===== src/rtl/syn_fifo_flags.sv =====
// Single-clock FIFO with registered or fall-through read, occupancy count,
// programmable almost-full/almost-empty thresholds and sticky overflow/underflow flags.
module syn_fifo_flags #(
  parameter int unsigned DEP    = 4,
  parameter int unsigned DWID   = 16,
  parameter int unsigned FWFT   = 0,
  parameter int unsigned AF_THR = 3,
  parameter int unsigned AE_THR = 1
) (
  input  logic                  clk,
  input  logic                  rst,
  input  logic                  wr_i,
  input  logic [DWID-1:0]       wdata,
  input  logic                  rd_i,
  input  logic                  clr_err_i,
  output logic [DWID-1:0]       rdata,
  output logic                  rvalid_o,
  output logic                  full_o,
  output logic                  empty_o,
  output logic                  almost_full_o,
  output logic                  almost_empty_o,
  output logic [$clog2(DEP):0]  count_o,
  output logic                  ovf_err_o,
  output logic                  udf_err_o
);

  localparam int unsigned AW = $clog2(DEP);
  localparam int unsigned PW = AW + 1;

  logic [PW-1:0]   wrptr;
  logic [PW-1:0]   rdptr;
  logic [PW-1:0]   count;
  logic [DWID-1:0] mem [DEP];
  logic            wr_acc;
  logic            rd_acc;
  logic            ovf_q;
  logic            udf_q;

  // Flags come straight from the count register, so they change only at edges.
  always_comb begin
    full_o         = (count == PW'(DEP));
    empty_o        = (count == '0);
    almost_full_o  = (count >= PW'(AF_THR));
    almost_empty_o = (count <= PW'(AE_THR));
    count_o        = count;
    ovf_err_o      = ovf_q;
    udf_err_o      = udf_q;
  end

  always_comb begin
    wr_acc = wr_i && !full_o && !rst;
    rd_acc = rd_i && !empty_o && !rst;
  end

  always_ff @(posedge clk) begin
    if (rst) begin
      wrptr <= '0;
      rdptr <= '0;
      count <= '0;
    end else begin
      if (wr_acc)
        wrptr <= wrptr + PW'(1);
      if (rd_acc)
        rdptr <= rdptr + PW'(1);
      case ({wr_acc, rd_acc})
        2'b10:   count <= count + PW'(1);
        2'b01:   count <= count - PW'(1);
        default: count <= count;
      endcase
    end
  end

  always_ff @(posedge clk) begin
    if (wr_acc)
      mem[wrptr[AW-1:0]] <= wdata;
  end

  // Set has priority over clear when both happen in the same cycle.
  always_ff @(posedge clk) begin
    if (rst) begin
      ovf_q <= 1'b0;
      udf_q <= 1'b0;
    end else begin
      if (wr_i && full_o)
        ovf_q <= 1'b1;
      else if (clr_err_i)
        ovf_q <= 1'b0;
      if (rd_i && empty_o)
        udf_q <= 1'b1;
      else if (clr_err_i)
        udf_q <= 1'b0;
    end
  end

  generate
    if (FWFT == 0) begin : g_reg_read
      logic [DWID-1:0] rdata_q;
      logic            rvalid_q;

      always_ff @(posedge clk) begin
        if (rst) begin
          rdata_q  <= '0;
          rvalid_q <= 1'b0;
        end else begin
          rvalid_q <= rd_acc;
          if (rd_acc)
            rdata_q <= mem[rdptr[AW-1:0]];
        end
      end

      always_comb begin
        rdata    = rdata_q;
        rvalid_o = rvalid_q;
      end
    end else begin : g_fwft_read
      always_comb begin
        rdata    = mem[rdptr[AW-1:0]];
        rvalid_o = !empty_o;
      end
    end
  endgenerate

  // Pointer difference modulo 2*DEP must always equal the occupancy register.
  a_count_matches_ptrs: assert property (@(posedge clk) disable iff (rst)
    count == PW'(wrptr - rdptr));
  a_not_full_and_empty: assert property (@(posedge clk) disable iff (rst)
    !(full_o && empty_o));
  a_count_in_range: assert property (@(posedge clk) disable iff (rst)
    count <= PW'(DEP));

endmodule


===== config.mk =====
export PLATFORM = sky130hd
export DESIGN_NAME = syn_fifo_flags
export DESIGN_NICKNAME = d
export VERILOG_FILES = /design/src/rtl/syn_fifo_flags.sv
export SDC_FILE = /design/constraint.sdc
export NUM_CORES = 1
export LEC_CHECK = 0
export CORE_ASPECT_RATIO = 0.6
export CORE_UTILIZATION = 58
export CTS_CLUSTER_SIZE = 10
export DETAILED_ROUTE_END_ITERATION = 8
export PLACE_DENSITY = 0.82
export SYNTH_ARGS = -nofsm -noshare
export SYNTH_HDL_FRONTEND = slang
export SYNTH_SLANG_ARGS = --single-unit

===== constraint.sdc =====
create_clock -name clk -period 6.3 [get_ports clk]
set_input_delay 0.63 -clock clk [delete_from_list [all_inputs] [get_ports clk]]
set_output_delay 0.63 -clock clk [all_outputs]
set_load 0.05 [all_outputs]

==> results of run 1 <==
-- registers in the layout (all words and copies together) (netlist names) --
| name | count |
|---|---|
| count_o | 3 |
| mem | 64 |
| ovf_err_o | 1 |
| rdata | 16 |
| rdptr | 2 |
| rvalid_o | 1 |
| udf_err_o | 1 |
| wrptr | 2 |
-- logic make-up (layout without fill, tap and decap cells) --
kind of cell | count (synthesis) | after routing | share of synthesized area, %
compound gates | 30 | 30 | 6.78
fa+ha+maj | 10 | 10 | 3.59
flops | 90 | 90 | 70.0
mux | 17 | 17 | 12.3
buf+inv | 17 | 74 | 2.87
simple gates | 22 | 22 | 3.66
xor+xnor | 3 | 3 | 0.753
-- how the worst max path moves through the flow --
stage / startpoint / endpoint / slack (ns)
2_1_floorplan: count_o[0]$_SDFFE_PP0P_ / almost_full_o / 3.67
3_3_place_gp: wr_i / mem[0][4]$_DFFE_PP_ / 3.46
3_5_place_dp: wr_i / mem[0][8]$_DFFE_PP_ / 3.31
4_1_cts: count_o[0]$_SDFFE_PP0P_ / empty_o / 3.54
5_1_grt: count_o[0]$_SDFFE_PP0P_ / mem[0][0]$_DFFE_PP_ / 3.39
6_report: count_o[0]$_SDFFE_PP0P_ / empty_o / 3.56
-- stage by stage --
| stage | utilization (%) | hold WS, ns | power (mW) | instances |
|---|---|---|---|---|
| floorplan | - | 0.514 | 0.876 | 189 |
| global placement | 70.5 | 0.458 | 0.952 | 310 |
| detailed placement | 70.5 | 0.470 | 0.957 | 310 |
| CTS | 73.5 | 0.490 | 1.30 | 326 |
| global route | 73.5 | 0.506 | 1.34 | 326 |
| finish | 73.5 | 0.485 | 1.29 | 326 |
-- placed cells by master (no fill, tap or decap), types with 3 or more instances in the layout --
| cell | synthesis | layout |
|---|---|---|
| edfxtp_1 | 64 | 64 |
| clkdlybuf4s50_1 | 0 | 46 |
| dfxtp_1 | 26 | 26 |
| mux4_1 | 16 | 16 |
| ha_1 | 10 | 10 |
| clkbuf_8 | 0 | 10 |
| nor2_1 | 9 | 9 |
| a22o_2 | 9 | 9 |
| inv_1 | 8 | 8 |
| a22o_1 | 7 | 7 |
| and2_1 | 5 | 5 |
| a21oi_1 | 5 | 5 |
| o21ai_0 | 3 | 3 |
-- layer usage --
layer  part of all wire (%)  vias to the layer above
li1                       -                      856
met2                     44                       49
met1                     49                      882
met4                   0.64                        0
met5                      0                        -
met3                    5.9                        7
-- power groups by stage --
stage	clock, mW	sequential (mW)	combinational [mW]
2_1_floorplan	0	0.751	0.126
4_1_cts	0.351	0.695	0.250
5_1_grt	0.373	0.698	0.265
6_report	0.347	0.694	0.250
3_5_place_dp	0	0.708	0.250
3_3_place_gp	0	0.707	0.245
-- critical path: stages (launching register included) --
cell             delay (ns)
dfxtp_1                0.37
inv_1                  0.13
ha_1                   0.25
nand2b_4               0.08
inv_2                  0.11
clkdlybuf4s50_1        0.82
-- final cells by class --
cell class,count,share of cell area (%)
Sequential cell,90,58.5
Multi-Input combinational cell,82,22.7
Timing Repair Buffer,48,11.4
Clock buffer,12,3.48
Tap cell,80,2.40
Inverter,10,0.899
Clock inverter,4,0.659
==> impl_results.md, run 1 <==
- Status: completed
- Skew-Pair Late Insertion Delay: 0.36 ns
- Commonest cells post-synth: 64 x edfxtp_1, 26 x dfxtp_1, 16 x mux4_1
- Clock Tree Root: clkbuf_8
- Largest net degree at the start of global routing: 19
- Sequential power share: a little over half
- Core Area: 5680 um^2
- Final setup viols: 0
- Area growth syn-to-layout: 19.7%
- Yosys top cell by area: edfxtp_1
- Worst hold path depth: 1
- Worst-case reg-to-reg path depth: 5
- DIE HEIGHT: ~62 um
- Int Pwr: just over 0.9 mW
- Detailed-route wire length: ~6100 um
- Hold-fix buffers, CTS: 0
- Critical path type: reg2out
- Worst Hold Path EP: rdata[12]$_SDFFE_PP0P_
- GRT Max-Usage Layer: met2
- Fin crit share: 43.5%
- N_diodes: 0
- Register area: 2440 um^2
- Startpoint Class: flop
- Slew HR: between 30% and 40%
- Pre-CTS setup slack: 3.31 ns
- First-pass GRT wire length: 9090 um
- CTS buffer count: 9
- Register area share after synthesis: 70.0%
- FF-to-FF setup slack: 3.56 ns
- Psw: 0.367 mW
- Top-count cell post-synth: edfxtp_1
- Post-synthesis net count: 220
- Least-Margin Pin Slew: 0.955 ns
- All-Layer GR Usage: 21.2%
- Gp weighted congestion: 0.711
- Pre-antenna DRT Iters: 4
- Fin area: between 4000 and 5000 um^2
- Vias in the first global route: 1,760
- WL/cell: 18.6 um
- Post-CTS Resized: 0
- Initial antenna violation count: 0
- Fillcell total: roughly 360
- Maximum clock frequency: 0.365 GHz
- Synth Register Bits: 90
- Total of max-cap violations: 0
- Std cell rows: 21
- Cells after Synth: 189
- Unrepaired setup endpoints after global routing: false
- Yosys warning total: 0
- Die area: 6340 um^2
- Clk_skew: 0.00694 ns
- Slew Limit Fails: 0
- Clock sink count: 90
- RR Endpoint: mem[0][0]$_DFFE_PP_
- Clock share of power: a little over a quarter
- Ys flop type: edfxtp_1
- Clock buffer depth: 2
- Reg clk slew, reported paths: 0.08 ns
- Min-Delay Path Class: reg2reg
- # Post-CTS Setup Buffers: 0
- Vias: 1,794
- I/O pins: 47
- Post-synth top area share: 55.1%
- CP Capture Type: primary output
- Minimum clock period: 2.74 ns
- DRT iter0 DRCs: 94
- Port bufs: 46
- Layout Nets: between 200 and 300
- GR Util met2: 30.5%
- Unique masters post-synth: 32
- Pleak: between 1 and 1.5 nW
- PwrDens: about 310 nW/um^2
- H-tree depth: 3
- Layout cell share with drive strength beyond 1: 11.4%
- Setup TNS Final: 0 ns
- Routed Antenna Nets: 0
- Gr ovfl total: 0
- Syn_area_per_cell: 18.5 um^2
- Worst r2r src: count_o[0]$_SDFFE_PP0P_
- Residual DRC: 0
- EDFF count, synth: 64
- FFs w/ async S/R, synth: 0%
- Hold Fails Final Rpt: 0
- Die width: 102 um
- WP data required: 5.67 ns
- Switching Share: 28.5%
- Most area-consuming cells after synthesis: edfxtp_1 55%, dfxtp_1 15%, mux4_1 12%
- Hold Path Origin: rdata[12]$_SDFFE_PP0P_
- Via density: approximately 5.5
- CP max FO: 7
- Multi-input combinational cell area: 946 um^2
- GRT met3 Usage: roughly 7.4%
- Initial Util: 61.5%
- Met1 usage: 30.4%
- Crit path DAT: 2.11 ns
- Post-DP HPWL: 4030 um
- Worst setup margin: 3.56 ns
- Syn Std Cell Area: 3490 um^2
- Comb pwr share: 19.4%
- Post-place instance area: 4000 um^2
- VDD IR max: 0.199 mV
- CTS tree: built
Power figures use the tool's default switching activity.
==> run 2, diff against run 1 <==
--- a/config.mk
+++ b/config.mk
@@ -6,10 +6,10 @@
 export NUM_CORES = 1
 export LEC_CHECK = 0
 export CORE_ASPECT_RATIO = 0.6
-export CORE_UTILIZATION = 58
+export CORE_UTILIZATION = 54
 export CTS_CLUSTER_SIZE = 10
 export DETAILED_ROUTE_END_ITERATION = 8
-export PLACE_DENSITY = 0.82
+export PLACE_DENSITY = 0.77
 export SYNTH_ARGS = -nofsm -noshare
 export SYNTH_HDL_FRONTEND = slang
 export SYNTH_SLANG_ARGS = --single-unit
==> constraint.sdc (replaced) <==
create_clock -name clk -period 2.7 [get_ports clk]
set_input_delay 0.27 -clock clk [delete_from_list [all_inputs] [get_ports clk]]
set_output_delay 0.27 -clock clk [all_outputs]
set_load 0.05 [all_outputs]
==> run 2 against run 1 <==
  * Clock power rose to 2.8 times the previous value
  * Power rose by 150%
  * Register-to-register slack lost 3.2 ns
  * Sequential share of layout area down 1.2 points
  * Design area rose by 2.1%
  * Sequential power grew 130%
  * Via count up 1.2%
==> impl_results.md, run 2 (synthesis gave the netlist of run 1 again) <==
- Status: completed
- N_diodes: 0
- Routed Antenna Nets: 0
- Startpoint Class: flop
- Detailed-route wire length: 5900 um
- CTS tree: built
- Port bufs: 46
- Least-Margin Pin Slew: 0.751 ns
- CTS buffer count: 9
- Critical path type: reg2out
- PwrDens: around 750 nW/um^2
- Worst Hold Path EP: rdata[15]$_SDFFE_PP0P_
- Most frequent cells in the layout: 64 x edfxtp_1, 46 x clkdlybuf4s50_1, 26 x dfxtp_1
- Register area: 2440 um^2
- Vias in the first global route: around 1,800
- RR Endpoint: count_o[2]$_SDFFE_PP0P_
- Gr ovfl total: 0
- Final setup viols: 0
- Die area: 6800 um^2
- Post-CTS Resized: 0
- Pre-antenna DRT Iters: 6
- Gp weighted congestion: 0.731
- WP data required: 2.43 ns
- Multi-input combinational cell area: about 950 um^2
- Largest net degree at the start of global routing: 19
- Hold Fails Final Rpt: 0
- Largest register FFs: 64
- First-pass GRT wire length: 9400 um
- Post-DP HPWL: 3850 um
- Std cell rows: 22
- Total of max-cap violations: 0
- All-Layer GR Usage: 19.6%
- Residual DRC: 0
- Slew HR: 49.9%
- Crit path DAT: 2.15 ns
- Min-Delay Path Class: reg2reg
- Clock Tree Root: clkbuf_8
- Setup TNS Final: 0 ns
- Minimum clock period: 2.42 ns
- Layout cell share with drive strength beyond 1: 13.5%
- DIE HEIGHT: 64.3 um
- Clk_skew: 0.0151 ns
- Via density: 5.40
- VDD IR max: 0.292 mV
- Reg clk slew, reported paths: ~0.080 ns
- Area growth syn-to-layout: 22.2%
- Hold WS: 0.487 ns
- Skew-Pair Late Insertion Delay: 0.36 ns
- Fillcell total: 423
- Hold-fix buffers, CTS: 0
- Leading cell type in the layout, fill and taps excluded: edfxtp_1
- Initial antenna violation count: 0
- Pleak: 1.50 nW
- Fin crit share: 89.6%
- CP Capture Type: primary output
- Layout Nets: between 200 and 300
- # Post-CTS Setup Buffers: 0
- DRT iter0 DRCs: between 80 and 90
- Unrepaired setup endpoints after global routing: false
- Maximum clock frequency: 0.413 GHz
- I/O pins: 47
- Clock buffer depth: 2
- CP max FO: 7
- Worst-case reg-to-reg path depth: 9
- H-tree depth: 3
- Clock sink count: 90
- FF-to-FF setup slack: 0.38 ns
- Slew Limit Fails: 0
- Crit path from: count_o[0]$_SDFFE_PP0P_
- WL/cell: roughly 18 um
- Worst r2r src: count_o[0]$_SDFFE_PP0P_
- Initial Util: 56.6%
- Worst hold path depth: 1
- Die width: 106 um
- Core Area: 6170 um^2
- Hold Path Origin: rdata[15]$_SDFFE_PP0P_
- Vias: 1,815
-- run 2: cell types whose count changed in the layout (fill, tap and decap cells not counted), sizes merged --
cell      before  now
buf            2    8
clkinv         1    0
clkinvlp       2    1
bufinv         0    2
-- run 2: power by group --
group	total [mW]	switching, mW	internal (mW)
registers	1.61	0.0533	1.55
logic	0.600	0.355	0.245
clock network	0.971	0.445	0.526
-- run 2: final cells by class --
class                      instances  area share, %
clock buffer                      12           3.17
clock inverter                     4           1.79
inverter                          10          0.881
multi-input combinational         82           22.2
sequential                        90           57.3
tap                               84           2.47
timing repair buffer              54           12.2
-- run 2: per-stage QoR --
step | cells | power [mW] | worst slack (ns) | util (%) | cell area (um^2)
2_1_floorplan | 189 | 2.04 | 0.106 | - | 3490
3_3_place_gp | 320 | 2.23 | 0.546 | 65.7 | 4050
3_5_place_dp | 320 | 2.24 | 0.390 | 65.7 | 4050
4_1_cts | 336 | 3.21 | 0.261 | 69.1 | 4260
5_1_grt | 336 | 3.30 | 0.106 | 69.1 | 4260
6_report | 336 | 3.18 | 0.280 | 69.1 | 4260
-- run 2: how the worst max path moves through the flow --
stage / cells past startpoint / end
2_1_floorplan: 5 / mem[0][0]$_DFFE_PP_
3_3_place_gp: 9 / count_o[2]$_SDFFE_PP0P_
3_5_place_dp: 9 / count_o[2]$_SDFFE_PP0P_
4_1_cts: 5 / empty_o
5_1_grt: 9 / count_o[2]$_SDFFE_PP0P_
6_report: 5 / empty_o
-- run 2: metal layers --
layer	wire length, um	share of wire [%]	track usage, %
met4	61	1.0	5.03
met5	0	0	0
met1	2840	48	26.1
met3	309	5.2	7.55
met2	2690	46	30.6
-- run 2: critical path, cell delays in order (launching register included) --
cell and delay (ns):
dfxtp_1 0.37, inv_1 0.13, ha_1 0.27, nand2b_4 0.08, inv_2 0.13, clkdlybuf4s50_1 0.82
==> run 3, diff against run 2 <==
--- a/config.mk
+++ b/config.mk
@@ -13,3 +13,4 @@
 export SYNTH_ARGS = -nofsm -noshare
 export SYNTH_HDL_FRONTEND = slang
 export SYNTH_SLANG_ARGS = --single-unit
+export TNS_END_PERCENT = 1
==> results of run 3 <==
The final DEF is identical to that of run 2; final timing and power are the same.
